===== config.mk =====
export PLATFORM = sky130hd
export DESIGN_NAME = mvm_tiled
export DESIGN_NICKNAME = d
export VERILOG_FILES = /design/src/rtl/mvm_tiled.sv
export SDC_FILE = /design/constraint.sdc
export NUM_CORES = 1
export LEC_CHECK = 0
export ABC_CLOCK_PERIOD_IN_PS = 14100
export BUFFER_PORTS_ARGS = -buffer_cell sky130_fd_sc_hd__buf_2
export CORE_MARGIN = 4
export CORE_UTILIZATION = 55
export DETAILED_ROUTE_END_ITERATION = 8
export PLACE_DENSITY_LB_ADDON = 0.12
export SLEW_MARGIN = 20
export SYNTH_ARGS = -nofsm -noshare
export SYNTH_HDL_FRONTEND = slang
export SYNTH_SLANG_ARGS = --single-unit
export TNS_END_PERCENT = 50

===== constraint.sdc =====
create_clock -name clk -period 14.1 [get_ports clk]
set_input_delay 1.41 -clock clk [delete_from_list [all_inputs] [get_ports clk]]
set_output_delay 1.41 -clock clk [all_outputs]
set_load 0.01 [all_outputs]

===== src/rtl/mvm_tiled.sv =====
// mvm_tiled: matrix-vector multiply with bias, optional ReLU and saturation.
// Rows are processed LANES at a time; each pass spends SHARED_DIM cycles in
// MAC and one cycle in WRITE. Results appear on result_vector all at once.
//
// Handshake: start is a one-cycle request that is accepted only while the FSM
// is in IDLE (busy=0). On acceptance all operands and mode bits are captured,
// so inputs may change freely afterwards. done pulses for exactly one cycle,
// in the same cycle that result_vector first shows the new values and busy
// drops. A start in that same cycle is accepted.
module mvm_tiled #(
  parameter int MATRIX_ROWS = 3,
  parameter int SHARED_DIM  = 3,
  parameter int WIDTH       = 8,
  parameter int LANES       = 1,
  parameter int ACC_WIDTH   = 2*WIDTH+8
) (
  input  logic                                    clk,
  input  logic                                    reset,
  input  logic                                    start,
  input  logic                                    signed_mode,
  input  logic                                    sat_mode,
  input  logic                                    relu_en,
  input  logic [MATRIX_ROWS*SHARED_DIM*WIDTH-1:0] matrix,
  input  logic [SHARED_DIM*WIDTH-1:0]             vector,
  input  logic [MATRIX_ROWS*WIDTH-1:0]            bias,
  output logic                                    busy,
  output logic                                    done,
  output logic [MATRIX_ROWS*WIDTH-1:0]            result_vector
);

  localparam int PASSES = (MATRIX_ROWS + LANES - 1) / LANES;
  localparam int KW = (SHARED_DIM > 1) ? $clog2(SHARED_DIM) : 1;
  localparam int PW = (PASSES > 1) ? $clog2(PASSES) : 1;
  localparam logic [KW-1:0] K_LAST = KW'(SHARED_DIM - 1);
  localparam logic [PW-1:0] P_LAST = PW'(PASSES - 1);
  localparam logic [ACC_WIDTH-1:0] SMAX = {{(ACC_WIDTH-WIDTH+1){1'b0}}, {(WIDTH-1){1'b1}}};
  localparam logic [ACC_WIDTH-1:0] SMIN = {{(ACC_WIDTH-WIDTH+1){1'b1}}, {(WIDTH-1){1'b0}}};

  typedef enum logic [1:0] {IDLE, MAC, WRITE} state_t;

  // FSM state kept as a named signal so checkers can bind to it directly.
  state_t state;

  logic [MATRIX_ROWS*SHARED_DIM*WIDTH-1:0] mat_q;
  logic [SHARED_DIM*WIDTH-1:0]             vec_q;
  logic [MATRIX_ROWS*WIDTH-1:0]            bias_q;
  logic                                    sgn_q, sat_q, relu_q;
  logic [KW-1:0]                           k;
  logic [PW-1:0]                           p;
  logic [ACC_WIDTH-1:0]                    acc [LANES];
  logic [ACC_WIDTH-1:0]                    prod [LANES];
  logic [MATRIX_ROWS*WIDTH-1:0]            row_buf;
  logic [MATRIX_ROWS*WIDTH-1:0]            next_buf;

  // Sign- or zero-extend one element to accumulator width.
  function automatic logic [ACC_WIDTH-1:0] ext(input logic [WIDTH-1:0] x, input logic sgn);
    return sgn ? {{(ACC_WIDTH-WIDTH){x[WIDTH-1]}}, x} : {{(ACC_WIDTH-WIDTH){1'b0}}, x};
  endfunction

  // Reduce an accumulator-width value to WIDTH by wrap or saturation.
  function automatic logic [WIDTH-1:0] reduce(input logic [ACC_WIDTH-1:0] s,
                                              input logic sgn, input logic sat);
    if (!sat) return s[WIDTH-1:0];
    if (sgn) begin
      if ($signed(s) > $signed(SMAX)) return SMAX[WIDTH-1:0];
      if ($signed(s) < $signed(SMIN)) return SMIN[WIDTH-1:0];
      return s[WIDTH-1:0];
    end
    if (|s[ACC_WIDTH-1:WIDTH]) return {WIDTH{1'b1}};
    return s[WIDTH-1:0];
  endfunction

  // Per-lane product for the current column and the finished row values for this pass.
  always_comb begin
    int r;
    int rs;
    logic [ACC_WIDTH-1:0] sum;
    r = 0;
    rs = 0;
    sum = '0;
    next_buf = row_buf;
    for (int l = 0; l < LANES; l++) begin
      r = int'(p) * LANES + l;
      rs = (r < MATRIX_ROWS) ? r : 0;
      prod[l] = ext(mat_q[(MATRIX_ROWS*SHARED_DIM-1-(rs*SHARED_DIM+int'(k)))*WIDTH +: WIDTH], sgn_q)
              * ext(vec_q[(SHARED_DIM-1-int'(k))*WIDTH +: WIDTH], sgn_q);
      if (r >= MATRIX_ROWS) prod[l] = '0;
      sum = acc[l] + ext(bias_q[(MATRIX_ROWS-1-rs)*WIDTH +: WIDTH], sgn_q);
      if (sgn_q && relu_q && sum[ACC_WIDTH-1]) sum = '0;
      if (r < MATRIX_ROWS)
        next_buf[(MATRIX_ROWS-1-rs)*WIDTH +: WIDTH] = reduce(sum, sgn_q, sat_q);
    end
  end

  // Control FSM with registered outputs, operand capture and accumulation.
  always_ff @(posedge clk) begin
    if (reset) begin
      state         <= IDLE;
      busy          <= 1'b0;
      done          <= 1'b0;
      result_vector <= '0;
      row_buf       <= '0;
      mat_q         <= '0;
      vec_q         <= '0;
      bias_q        <= '0;
      sgn_q         <= 1'b0;
      sat_q         <= 1'b0;
      relu_q        <= 1'b0;
      k             <= '0;
      p             <= '0;
      for (int l = 0; l < LANES; l++) acc[l] <= '0;
    end else begin
      done <= 1'b0;
      case (state)
        IDLE: begin
          if (start) begin
            mat_q  <= matrix;
            vec_q  <= vector;
            bias_q <= bias;
            sgn_q  <= signed_mode;
            sat_q  <= sat_mode;
            relu_q <= relu_en;
            k      <= '0;
            p      <= '0;
            for (int l = 0; l < LANES; l++) acc[l] <= '0;
            busy   <= 1'b1;
            state  <= MAC;
          end
        end
        MAC: begin
          for (int l = 0; l < LANES; l++) acc[l] <= acc[l] + prod[l];
          if (k == K_LAST) begin
            k     <= '0;
            state <= WRITE;
          end else begin
            k <= k + 1'b1;
          end
        end
        WRITE: begin
          row_buf <= next_buf;
          if (p == P_LAST) begin
            result_vector <= next_buf;
            done          <= 1'b1;
            busy          <= 1'b0;
            state         <= IDLE;
          end else begin
            p     <= p + 1'b1;
            k     <= '0;
            for (int l = 0; l < LANES; l++) acc[l] <= '0;
            state <= MAC;
          end
        end
        default: state <= IDLE;
      endcase
    end
  end

endmodule

; Word level (Yosys, flattened, before mapping)
; Memories as Yosys holds them, arrays and structs flattened.
; Cells that the tools add are included.
; W data, S select, Z words.
[classes]
addsub = 9
multipliers = 2
n_div = 0
order_cmp = 4
eq_ne = 8
shift = 5
muxes = 70
bitwise_logic = 1
n_reduce_logical = 16
[op_table]
columns = cell, n
row1 = $mux W24, 9
row2 = $mux W8, 11
row3 = $reduce_or A24 Y1, 3
row4 = $shiftx A72 B9 Y8, 1
row5 = $add A24 B24 Y24, 2
row6 = $shiftx A24 B6 Y8, 2
row7 = $mux W1, 38
row8 = $neg A6 Y33, 1
row9 = $shift A8 B33 Y24 const A, 1
row10 = $shiftx A8 B33 Y24, 1
row11 = $bwmux W24, 1
row12 = $gt A24 B8 Y1 const B, 1
row13 = $lt A24 B8 Y1 const B, 1
row14 = $mul A24 B24 Y24, 1
row15 = $reduce_or A16 Y1, 1
row16 = $mux W2, 7
row17 = $pmux W2 S3, 2
row18 = $reduce_and A3 Y1, 3
row19 = $ne A2 B2 Y1 const B, 4
row20 = $eq A2 B2 Y1 const B, 3
row21 = $reduce_and A2 Y1, 3
row22 = $sub A2 B2 Y3 const A, 2
row23 = $sub A4 B5 Y6 const A, 1
row24 = $add A4 B2 Y5, 1
row25 = other kinds (13), 15
[word_totals]
reg_bits = 179
latchBits = 0
ramBits = 24
mem_bits_ro = 0
inputBits = 126
output_inout_bits = 26
wordCells = 129
mem_count = 1
[memory_table]
columns = memory, depth, word_bits, read_ports, rd_ports_with_merged_regs, wr, line
row1 = acc, 1, 24, 1, 0, 1, 50  ; logic [ACC_WIDTH-1:0] acc [LANES];

; Depth between registers and ports, before layout
; Gate-level depths: netlist of the first run.
[logic_depth]
depth_word = 28
mapped_depth = 46
mapped_depth_nobuf = 44

; Worst setup path before layout of the first run
; No wires, ideal clock.
[synth_timing]
kind = reg2reg
startpoint = register p[0]
endpoint = memory acc[0][23] (netlist bit), data pin
t_arrival_ns = 11.182
setup_slack_ns = 2.652
path_stages_with_launch = 44
path_buffers = 3
synth_period_minus_slack_ns = 11.448
cell_sequence = dfxtp_1 inv_1 ha_1 clkbuf_1 inv_1 clkbuf_1 ha_1 fa_1 inv_1 ha_1 clkbuf_1 nor4_1 a22oi_1 nor3_1 and2_1 inv_1 fa_1 inv_1 [8 not listed] fa_1 inv_1 ha_1 and3_1 a21oi_1 nand2_1 a211oi_1 ha_1 and2_1 or3_1 a2111oi_0 a211oi_1 nand4b_1 o311ai_0 nor4bb_1 nor3_1 xnor2_1 nor2_1
[synth_via]
elab_chain_len = 12
[synth_rtl]
columns = element, line
row1 = from (decl), 49  ; logic [PW-1:0] p;
row2 = from (signal assigned), 147  ; p <= p + 1'b1;
row3 = $lt A2 B2 Y1, 84  ; rs = (r < MATRIX_ROWS) ? r : 0;
row4 = $mux W2, 84
row5 = $mul A2 B2 Y4, 85  ; prod[l] = ext(mat_q[(MATRIX_ROWS*SHARED_DIM-1-(rs*SHARED_DIM+int'(k)))*WIDTH +: WIDTH], sgn_q)
row6 = $add A4 B2 Y5, 85
row7 = $sub A4 B5 Y6, 85
row8 = $shiftx A72 B9 Y8, 85
row9 = $mux W24, 57  ; return sgn ? {{(ACC_WIDTH-WIDTH){x[WIDTH-1]}}, x} : {{(ACC_WIDTH-WIDTH){1'b0}}, x};
row10 = $mul A24 B24 Y24, 86  ; * ext(vec_q[(SHARED_DIM-1-int'(k))*WIDTH +: WIDTH], sgn_q);
row11 = $mux W24, 87  ; if (r >= MATRIX_ROWS) prod[l] = '0;
row12 = $add A24 B24 Y24, 131  ; for (int l = 0; l < LANES; l++) acc[l] <= acc[l] + prod[l];
row13 = $mux W24 (no source line), n/a
row14 = $mux W24 (no source line) *, n/a
row15 = to (decl), 50
; Every way passes the cells marked *; elsewhere a longest branch is shown, timed or not.

; Worst setup path after layout of the first run
; Ends and elaborated chain as after synthesis.

==> flow_summary.yaml, run 1 <==
outcome:
  outcome: "completed"
cts:
  htreeDepth: 1
  postCtsSetupBuffers: 0
  clock_insertion_delay_worst_skew_ns: 0.51
  clockBufferDepth: 3
  clk_pin_slew_ns: 0.06
  cts_made_buffers: 23
  cts_root_buffer: "clkbuf_16"
  cts_tree: "built"
  numClockSinks: 203
  post_cts_resize_count: 0
  ctsHoldBuffers: 0
hold_path:
  hold_path_depth: 2
  hold_start: "result_vector[18]"
  hp-class: "reg2reg"
  hold_end: "result_vector[18]"
global_route:
  grt_pass1_vias: 14500
  antenna_found_initial: 0
  grt_max_degree: 107
  grt_use_met2: 0.3912
  grt-ovfl-total: 0
  grt_busiest_layer: "met2"
  grt_pass1_wl_um: 71880
  use_met1: 0.3545
  use_met3: 0.02912
  grt_usage: 0.2403
critical_path:
  cp-end-kind: "register"
  required_ns: 14.34
  cpPeakStageDelay_ns: 0.66
  reg2reg_slack_ns: 1.93
  worstReg2RegEnd: "acc[0][23]"
  r2r-start: "p[0]"
  worstSetupPathType: "reg2reg"
  worst_setup_path_start_kind: "register"
  cp_max_fo: 13
  critPathArrivalTime_ns: 12.41
  cp_common_cell: "inv_1"
  ff2ff_path_depth: 40
  crit_slowest_cell: "nor4_2"
power:
  irDropWorstVdd_uv: 104.1
  seqPwrFrac: 0.400
  p_leak_uw: 0.009061
  comb_power_share: 0.213
  pwr-share-clk: 0.388
  p_sw_frac: 0.2979
  p_int_uw: 1123
  power-per-cell-area_nw_per_um2: 82.61
  p_switching_uw: 476.4
synth:
  synth-main-ff-cell: "dfxtp_1"
  synth-edff-count: 24
  syn_area_um2: 17700
  ys_ff_latch: 203
  synth_nets: 2541
  seq_area_frac_synth: 0.2432
  synth_warnings: 0
  synth.distinct_cells: 100
  synth_cells: 2123
  syn_avg_cell_area_um2: 8.336
  ys_async_sr_fraction: 0
floorplanning:
  die-area_um2: 35110
  core-area_um2: 31640
  initial_core_util: 0.5594
  fp.dieH_um: 187.4
  pin_count: 152
  rows: 65
  dieWidth_um: 187.4
timing:
  tightest_slew_ns: 1.069
  max_slew_margin: 0.2874
  slew_viol_final: 0
  finalSetupViolations: 0
  max_freq_mhz: 82.14
  rsz0062_at_grt: "false"
  setup_tns_ns: 0
  final_min_period_over_clock_period: 0.8634
  min_period_ns: 12.17
  skew_ns: 0.01295
  hold_viol: 0
place:
  io_buffers: 151
  place_hpwl_um: 33840
  routabilityCongestion: 0.9113
cells_and_area:
  drive_gt1_frac: 0.1199
  num-nets-final: 2621
  n_antenna_cell: 0
  final_common_cell: "nand2_1"
  final_util: 0.6119
  regArea_um2: 4304
  layout_common_cells: "362 x nand2_1, 256 x inv_1, 225 x a21oi_1"
  multiInputGateArea_um2: 12000
  areaGrowthSynthToFinish_pct: 9.382
  fillers: 2859
routing:
  drcViolationCount: 0
  wl_per_cell_um: 16.58
  drt-total-wl_um: 43450
  vias: 14830
  via_per_inst: 5.658
  dr.pass1.iters: 5
  drt-initial-drc-count: 1054
  ant_nets: 0
run:
  cap_viol_max_count: 0
## stage by stage
step | hold slack, ns | cells | worst slack (ns) | cell area (um^2) | total power (uW)
5_1_grt | 0.4645 | 2621 | 1.114 | 19360 | 1678
3_3_place_gp | 0.4364 | 2580 | 2.123 | 18560 | 981.2
4_1_cts | 0.4498 | 2621 | 1.596 | 19350 | 1610
6_report | 0.4503 | 2621 | 1.926 | 19360 | 1599
2_1_floorplan | 0.4322 | 2123 | 2.652 | 17700 | 894.1
3_5_place_dp | 0.4415 | 2580 | 1.612 | 18560 | 988.5
## power by group through the flow
stage | clock (uW) | combinational, uW | sequential (uW)
floorplan | 0 | 252 | 642
global route | 657 | 378 | 643
CTS | 632 | 339 | 639
finish | 620 | 340 | 639
detailed placement | 0 | 337 | 652
global placement | 0 | 331 | 650
## cell usage after synthesis (all sizes together), types with 7 or more instances
| master | instances | share of area |
|---|---|---|
| clkbuf | 82 | 0.019 |
| nor2 | 135 | 0.029 |
| and2 | 14 | 0.0050 |
| a31oi | 16 | 0.0064 |
| mux2 | 8 | 0.0051 |
| a21o | 20 | 0.0085 |
| and3 | 8 | 0.0028 |
| buf | 20 | 0.0062 |
| nor4 | 22 | 0.0090 |
| nand4 | 11 | 0.0047 |
| a21oi | 229 | 0.066 |
| o211ai | 13 | 0.0061 |
| a211oi | 21 | 0.0098 |
| a22oi | 12 | 0.0051 |
| or3 | 8 | 0.0029 |
| or2 | 10 | 0.0037 |
| mux2i | 13 | 0.0074 |
| xor2 | 26 | 0.013 |
| fa | 147 | 0.17 |
| mux4 | 16 | 0.020 |
| ha | 145 | 0.10 |
| nand3 | 35 | 0.010 |
| inv | 256 | 0.054 |
| dfxtp | 179 | 0.20 |
| nand2 | 364 | 0.077 |
| nand2b | 16 | 0.0057 |
| o21ai | 65 | 0.019 |
| xnor2 | 36 | 0.018 |
| o2111ai | 7 | 0.0038 |
| nand3b | 8 | 0.0034 |
| o21a | 14 | 0.0060 |
| edfxtp | 24 | 0.041 |
| nor3 | 50 | 0.015 |
| nor2b | 20 | 0.0072 |
## registers in the layout, indices dropped and copies added, names as in the netlist, 2 cells and up
name and cells:
mat_q 72, acc 24, bias_q 24, result_vector 24, row_buf 24, vec_q 24
k 2, p 2, state 2
## worst max-delay path by stage
stage	end	depth (start not counted)	startpoint	slack (ns)
3_3_place_gp	acc[0][23]	41	p[0]	2.12
5_1_grt	acc[0][23]	41	p[0]	1.11
6_report	acc[0][23]	40	p[0]	1.93
3_5_place_dp	acc[0][23]	41	p[0]	1.61
2_1_floorplan	acc[0][23]	43	p[0]	2.65
4_1_cts	acc[0][23]	41	p[0]	1.60
## routing by layer
metal | wire length, um | up-vias
met4 | 556 | 0
met1 | 20580 | 7110
met3 | 2163 | 50
met5 | 0 | -
met2 | 20150 | 367
li1 | - | 7302
## cell families (layout without fill, tap and decap cells)
| family | count (synthesis) | after routing | synth area share |
|---|---|---|---|
| and+or+nand+nor | 716 | 716 | 0.1844 |
| muxes | 37 | 37 | 0.03280 |
| buffers and inverters | 358 | 454 | 0.07975 |
| adders and majority gates | 292 | 292 | 0.2688 |
| DFF | 203 | 203 | 0.2432 |
| AOI/OAI and AO/OA | 455 | 455 | 0.1599 |
| xor gates and xnor gates | 62 | 62 | 0.03111 |
## area by class of cell
class | count | area share
Multi-Input combinational cell | 1562 | 0.6198
Timing Repair Buffer | 157 | 0.04149
Clock inverter | 12 | 0.007691
Tap cell | 402 | 0.02598
Sequential cell | 203 | 0.2223
Inverter | 256 | 0.04964
Clock buffer | 29 | 0.03303
## worst max-delay path, delay by kind of cell (launching register included)
family / cells / cell delay, ns
buf+inv: 9 / 1.05
xor+xnor: 1 / 0.18
simple gates: 11 / 2.99
flops: 1 / 0.44
compound gates: 6 / 1.59
fa+ha+maj: 13 / 5.63
Note: power is estimated with default switching activity, not from simulation.
==> inputs of run 2 (changes only) <==
--- a/config.mk
+++ b/config.mk
@@ -8,7 +8,7 @@
 export ABC_CLOCK_PERIOD_IN_PS = 14100
 export BUFFER_PORTS_ARGS = -buffer_cell sky130_fd_sc_hd__buf_2
 export CORE_MARGIN = 4
-export CORE_UTILIZATION = 55
+export CORE_UTILIZATION = 38
 export DETAILED_ROUTE_END_ITERATION = 8
 export PLACE_DENSITY_LB_ADDON = 0.12
 export SLEW_MARGIN = 20
==> flow_summary.yaml, run 2 (synthesis results as in run 1) <==
timing:
  final_min_period_over_clock_period: 0.8651
  hold_viol: 0
  finalSetupViolations: 0
  rsz0062_at_grt: "false"
  fin_ws_ns: 1.902
  min_period_ns: 12.20
  slew_viol_final: 0
  setup_tns_ns: 0
  skew_ns: 0.01353
  max_freq_mhz: 81.98
  max_slew_margin: 0.3021
  tightest_slew_ns: 1.047
critical_path:
  cpPeakStageDelay_ns: 0.69
  cp-end-kind: "register"
  required_ns: 14.35
  critPathArrivalTime_ns: 12.44
  crit_slowest_cell: "nor4_2"
  cp_common_cell: "inv_1"
  worst_setup_path_start_kind: "register"
  cp_max_fo: 14
  worstSetupPathType: "reg2reg"
floorplanning:
  dieWidth_um: 223.8
  pin_count: 152
  rows: 78
  initial_core_util: 0.3875
  die-area_um2: 50090
  core-area_um2: 45670
  fp.dieH_um: 223.8
global_route:
  grt-ovfl-total: 0
  grt_usage: 0.1843
  grt_pass1_wl_um: 76670
  grt_pass1_vias: 14420
  antenna_found_initial: 1
  grt_max_degree: 109
cells_and_area:
  multiInputGateArea_um2: 12010
  fillers: 4761
  n_antenna_cell: 0
  layout_common_cells: "362 x nand2_1, 256 x inv_1, 225 x a21oi_1"
  drive_gt1_frac: 0.1214
  largest_register_ffs: 72
  areaGrowthSynthToFinish_pct: 10.94
  regArea_um2: 4304
  num-nets-final: 2624
  final_common_cell: "nand2_1"
  regMostFlops: "mat_q"
place:
  place_ws_ns: 1.573
  place_hpwl_um: 37190
  io_buffers: 151
  routabilityCongestion: 0.8691
cts:
  cts_tree: "built"
  postCtsSetupBuffers: 0
  htreeDepth: 1
  clock_insertion_delay_worst_skew_ns: 0.52
  clockBufferDepth: 3
  clk_pin_slew_ns: 0.06
  numClockSinks: 203
  cts_made_buffers: 25
  cts_root_buffer: "clkbuf_16"
  post_cts_resize_count: 0
  ctsHoldBuffers: 0
power:
  p_leak_uw: 0.009070
  irDropWorstVdd_uv: 78.93
  power-per-cell-area_nw_per_um2: 81.38
routing:
  dr.pass1.iters: 6
  drt-total-wl_um: 47410
  vias: 14780
  ant_nets: 0
  drt-initial-drc-count: 1083
  via_per_inst: 5.232
  drcViolationCount: 0
  wl_per_cell_um: 16.79
outcome:
  outcome: "completed"
hold_path:
  hp-class: "reg2reg"
run:
  cap_viol_max_count: 0
## run 2: cell types whose count changed in the layout (fill, tap and decap cells not counted), moves of 2 or more
cell       change
bufinv_16      -3
clkbuf_1       +2
buf_6          +2
clkbuf_8       +4
## run 2: area by class of cell
cell class	count	area share
Tap cell	600	0.03824
Sequential cell	203	0.2192
Clock inverter	9	0.003186
Timing Repair Buffer	158	0.04168
Inverter	256	0.04894
Multi-Input combinational cell	1562	0.6117
Clock buffer	36	0.03703
## run 2: per-stage QoR
step	util	cell area, um^2	hold slack [ns]	cells	total power [uW]
3_3_place_gp	0.4121	18820	0.4387	2779	993.4
3_5_place_dp	0.4121	18820	0.4429	2779	997.0
2_1_floorplan	-	17700	0.4322	2123	894.1
5_1_grt	0.4299	19630	0.4616	2824	1688
6_report	0.4299	19630	0.4504	2824	1598
4_1_cts	0.4294	19610	0.4522	2824	1618
## run 2: power breakdown
group	internal [uW]	switching [uW]	leakage [uW]
clock	360	254	0.000395
combinational	129	217	0.00694
sequential	617	21.9	0.00173
## run 2: path summary, 6_finish.rpt
kind / cells past startpoint / slack [ns] / end / from
setup / recovery: 41 / 1.90 / acc[0][23] / p[0]
hold reg to reg: 2 / 0.45 / mat_q[56] / mat_q[56]
setup reg to reg: 41 / 1.90 / acc[0][23] / p[0]
hold / removal: 2 / 0.45 / mat_q[56] / mat_q[56]
## run 2: routing by layer
layer  routed length [um]  global-route usage  up-vias
met5                   12                   0        -
met4                  495             0.02665        2
met3                 1802             0.01953       35
met2                21910              0.2954      288
met1                23190              0.2764     7154
li1                     -                   -     7297
## run 2: critical path, delay by kind of cell (launching register included)
family	cells	cell delay [ns]
xor+xnor	2	0.32
flops	1	0.43
simple gates	11	2.99
compound gates	6	1.57
fa+ha+maj	14	5.95
buf+inv	8	0.64
==> inputs of run 3 (changes only) <==
--- a/config.mk
+++ b/config.mk
@@ -5,7 +5,7 @@
 export SDC_FILE = /design/constraint.sdc
 export NUM_CORES = 1
 export LEC_CHECK = 0
-export ABC_CLOCK_PERIOD_IN_PS = 14100
+export ABC_AREA = 1
 export BUFFER_PORTS_ARGS = -buffer_cell sky130_fd_sc_hd__buf_2
 export CORE_MARGIN = 4
 export CORE_UTILIZATION = 38
==> flow_summary.yaml, run 3 <==
cells_and_area:
  layout_common_cells: "448 x nor2_1, 441 x inv_1, 407 x nand2_1"
  final_common_cell: "nor2_1"
  areaGrowthSynthToFinish_pct: 11.67
  multiInputGateArea_um2: 11810
  drive_gt1_frac: 0.1014
  fin_cells: 3280
  num-nets-final: 3072
  regMostFlops: "mat_q"
  largest_register_ffs: 72
  n_antenna_cell: 0
  fillers: 4913
  regArea_um2: 4304
synth:
  synth-edff-count: 24
  synth_most_common_cell: "nor2_1"
  ys_ff_latch: 203
  synthTopCellsByArea: "dfxtp_1 20%, fa_1 16%, ha_1 10%"
  synth.distinct_cells: 46
  synth_common_cells: "450 x nor2_1, 442 x inv_1, 409 x nand2_1, 195 x o21ai_0, 179 x dfxtp_1"
  ys_async_sr_fraction: 0
  synth_cells: 2554
  synth.largest_area_cell: "dfxtp_1"
  syn_avg_cell_area_um2: 7.114
  synth_warnings: 0
  synth-main-ff-cell: "dfxtp_1"
  seq_area_frac_synth: 0.2369
  syn_area_um2: 18170
  synth_nets: 2972
  yosysTopAreaCellShare: 0.1972
critical_path:
  cp_common_cell: "inv_1"
  critPathArrivalTime_ns: 11.51
  crit_slowest_cell: "fa_1"
  cpPeakStageDelay_ns: 0.61
  required_ns: 14.39
  worstSetupPathType: "reg2reg"
  cp-end-kind: "register"
  cp_max_fo: 21
  worst_setup_path_start_kind: "register"
place:
  place_hpwl_um: 39090
  io_buffers: 151
  dp_cells: 3233
  routabilityCongestion: 0.8976
timing:
  setup_tns_ns: 0
  hold_viol: 0
  rsz0062_at_grt: "false"
  max_freq_mhz: 89.07
  finalSetupViolations: 0
  skew_ns: 0.01372
  min_period_ns: 11.23
  max_slew_margin: 0.2887
  final_min_period_over_clock_period: 0.7962
  slew_viol_final: 0
  tightest_slew_ns: 1.067
global_route:
  grt_max_degree: 136
  grt_pass1_wl_um: 81000
  grt_pass1_vias: 16230
  antenna_found_initial: 1
  grt-ovfl-total: 0
  grt_usage: 0.1907
  use_met3: 0.02317
  grt_use_met2: 0.3229
  use_met1: 0.2668
  grt_busiest_layer: "met2"
floorplanning:
  dieWidth_um: 226.7
  die-area_um2: 51380
  core-area_um2: 46950
  fp.dieH_um: 226.7
  rows: 79
  pin_count: 152
  initial_core_util: 0.3870
routing:
  drt-initial-drc-count: 750
  drcViolationCount: 0
  dr.pass1.iters: 6
  drt-total-wl_um: 48140
  vias: 16120
  via_per_inst: 4.914
  wl_per_cell_um: 14.68
  ant_nets: 0
cts:
  ctsHoldBuffers: 0
  post_cts_resize_count: 0
  postCtsSetupBuffers: 0
  clockBufferDepth: 3
  cts_root_buffer: "clkbuf_16"
  clock_insertion_delay_worst_skew_ns: 0.53
  htreeDepth: 1
  cts_tree: "built"
  numClockSinks: 203
  clk_pin_slew_ns: 0.06
  cts_made_buffers: 26
power:
  irDropWorstVdd_uv: 90.06
  p_leak_uw: 0.01028
  power-per-cell-area_nw_per_um2: 128.3
hold_path:
  hp-class: "reg2reg"
outcome:
  outcome: "completed"
run:
  cap_viol_max_count: 0
[run 3: power breakdown]
group	leakage, uW	switching, uW	total [uW]	internal (uW)
registers	0.00174	40.0	689	649
logic	0.00812	801	1260	454
clock network	0.000419	256	658	402
[run 3: worst paths after layout]
kind,startpoint,end,slack (ns),cells after the start
worst max-delay path,p[0],acc[0][23],2.87,47
worst min-delay path,mat_q[68],mat_q[68],0.46,2
worst max register to register,p[0],acc[0][23],2.87,47
worst min register to register,mat_q[68],mat_q[68],0.46,2
[run 3: cell type report]
type                    count  area share
multi-input cells        1808      0.5823
flip-flops and latches    203      0.2121
repair buffers            158     0.04101
clock buffers              41     0.03860
inverters                 457     0.08479
well taps                 607     0.03743
clock inverters             6    0.003762
[run 3: routing by layer]
metal	share of wire	vias to the layer above
met1	0.48	7529
met3	0.042	51
met2	0.47	331
met4	0.014	0
li1	-	8208
met5	0	-
[run 3: cell families after synthesis]
group	synth area share
xor+xnor	0.01494
simple gates	0.2392
flops	0.2369
buf+inv	0.1142
fa+ha+maj	0.2618
compound gates	0.1330
[run 3: stage by stage]
stage	utilization	total power, uW	area [um^2]	hold WS, ns	setup WS (ns)
floorplan	-	1655	18170	0.4244	3.513
global route	0.4321	2871	20290	0.4701	1.737
finish	0.4321	2603	20290	0.4570	2.873
CTS	0.4320	2638	20280	0.4556	2.821
global placement	0.4131	1951	19390	0.4384	3.124
detailed placement	0.4136	1972	19420	0.4473	2.842
[run 3: critical path, delay by kind of cell, from the launching register on]
family                   cells  cell delay (ns)
XOR/XNOR                     1             0.18
AND/OR/NAND/NOR             14             2.05
AO/OA/AOI/OAI                9             1.39
buffers and inverters       10             1.35
adder cells (fa/ha/maj)     13             5.59
flip-flops                   1             0.39
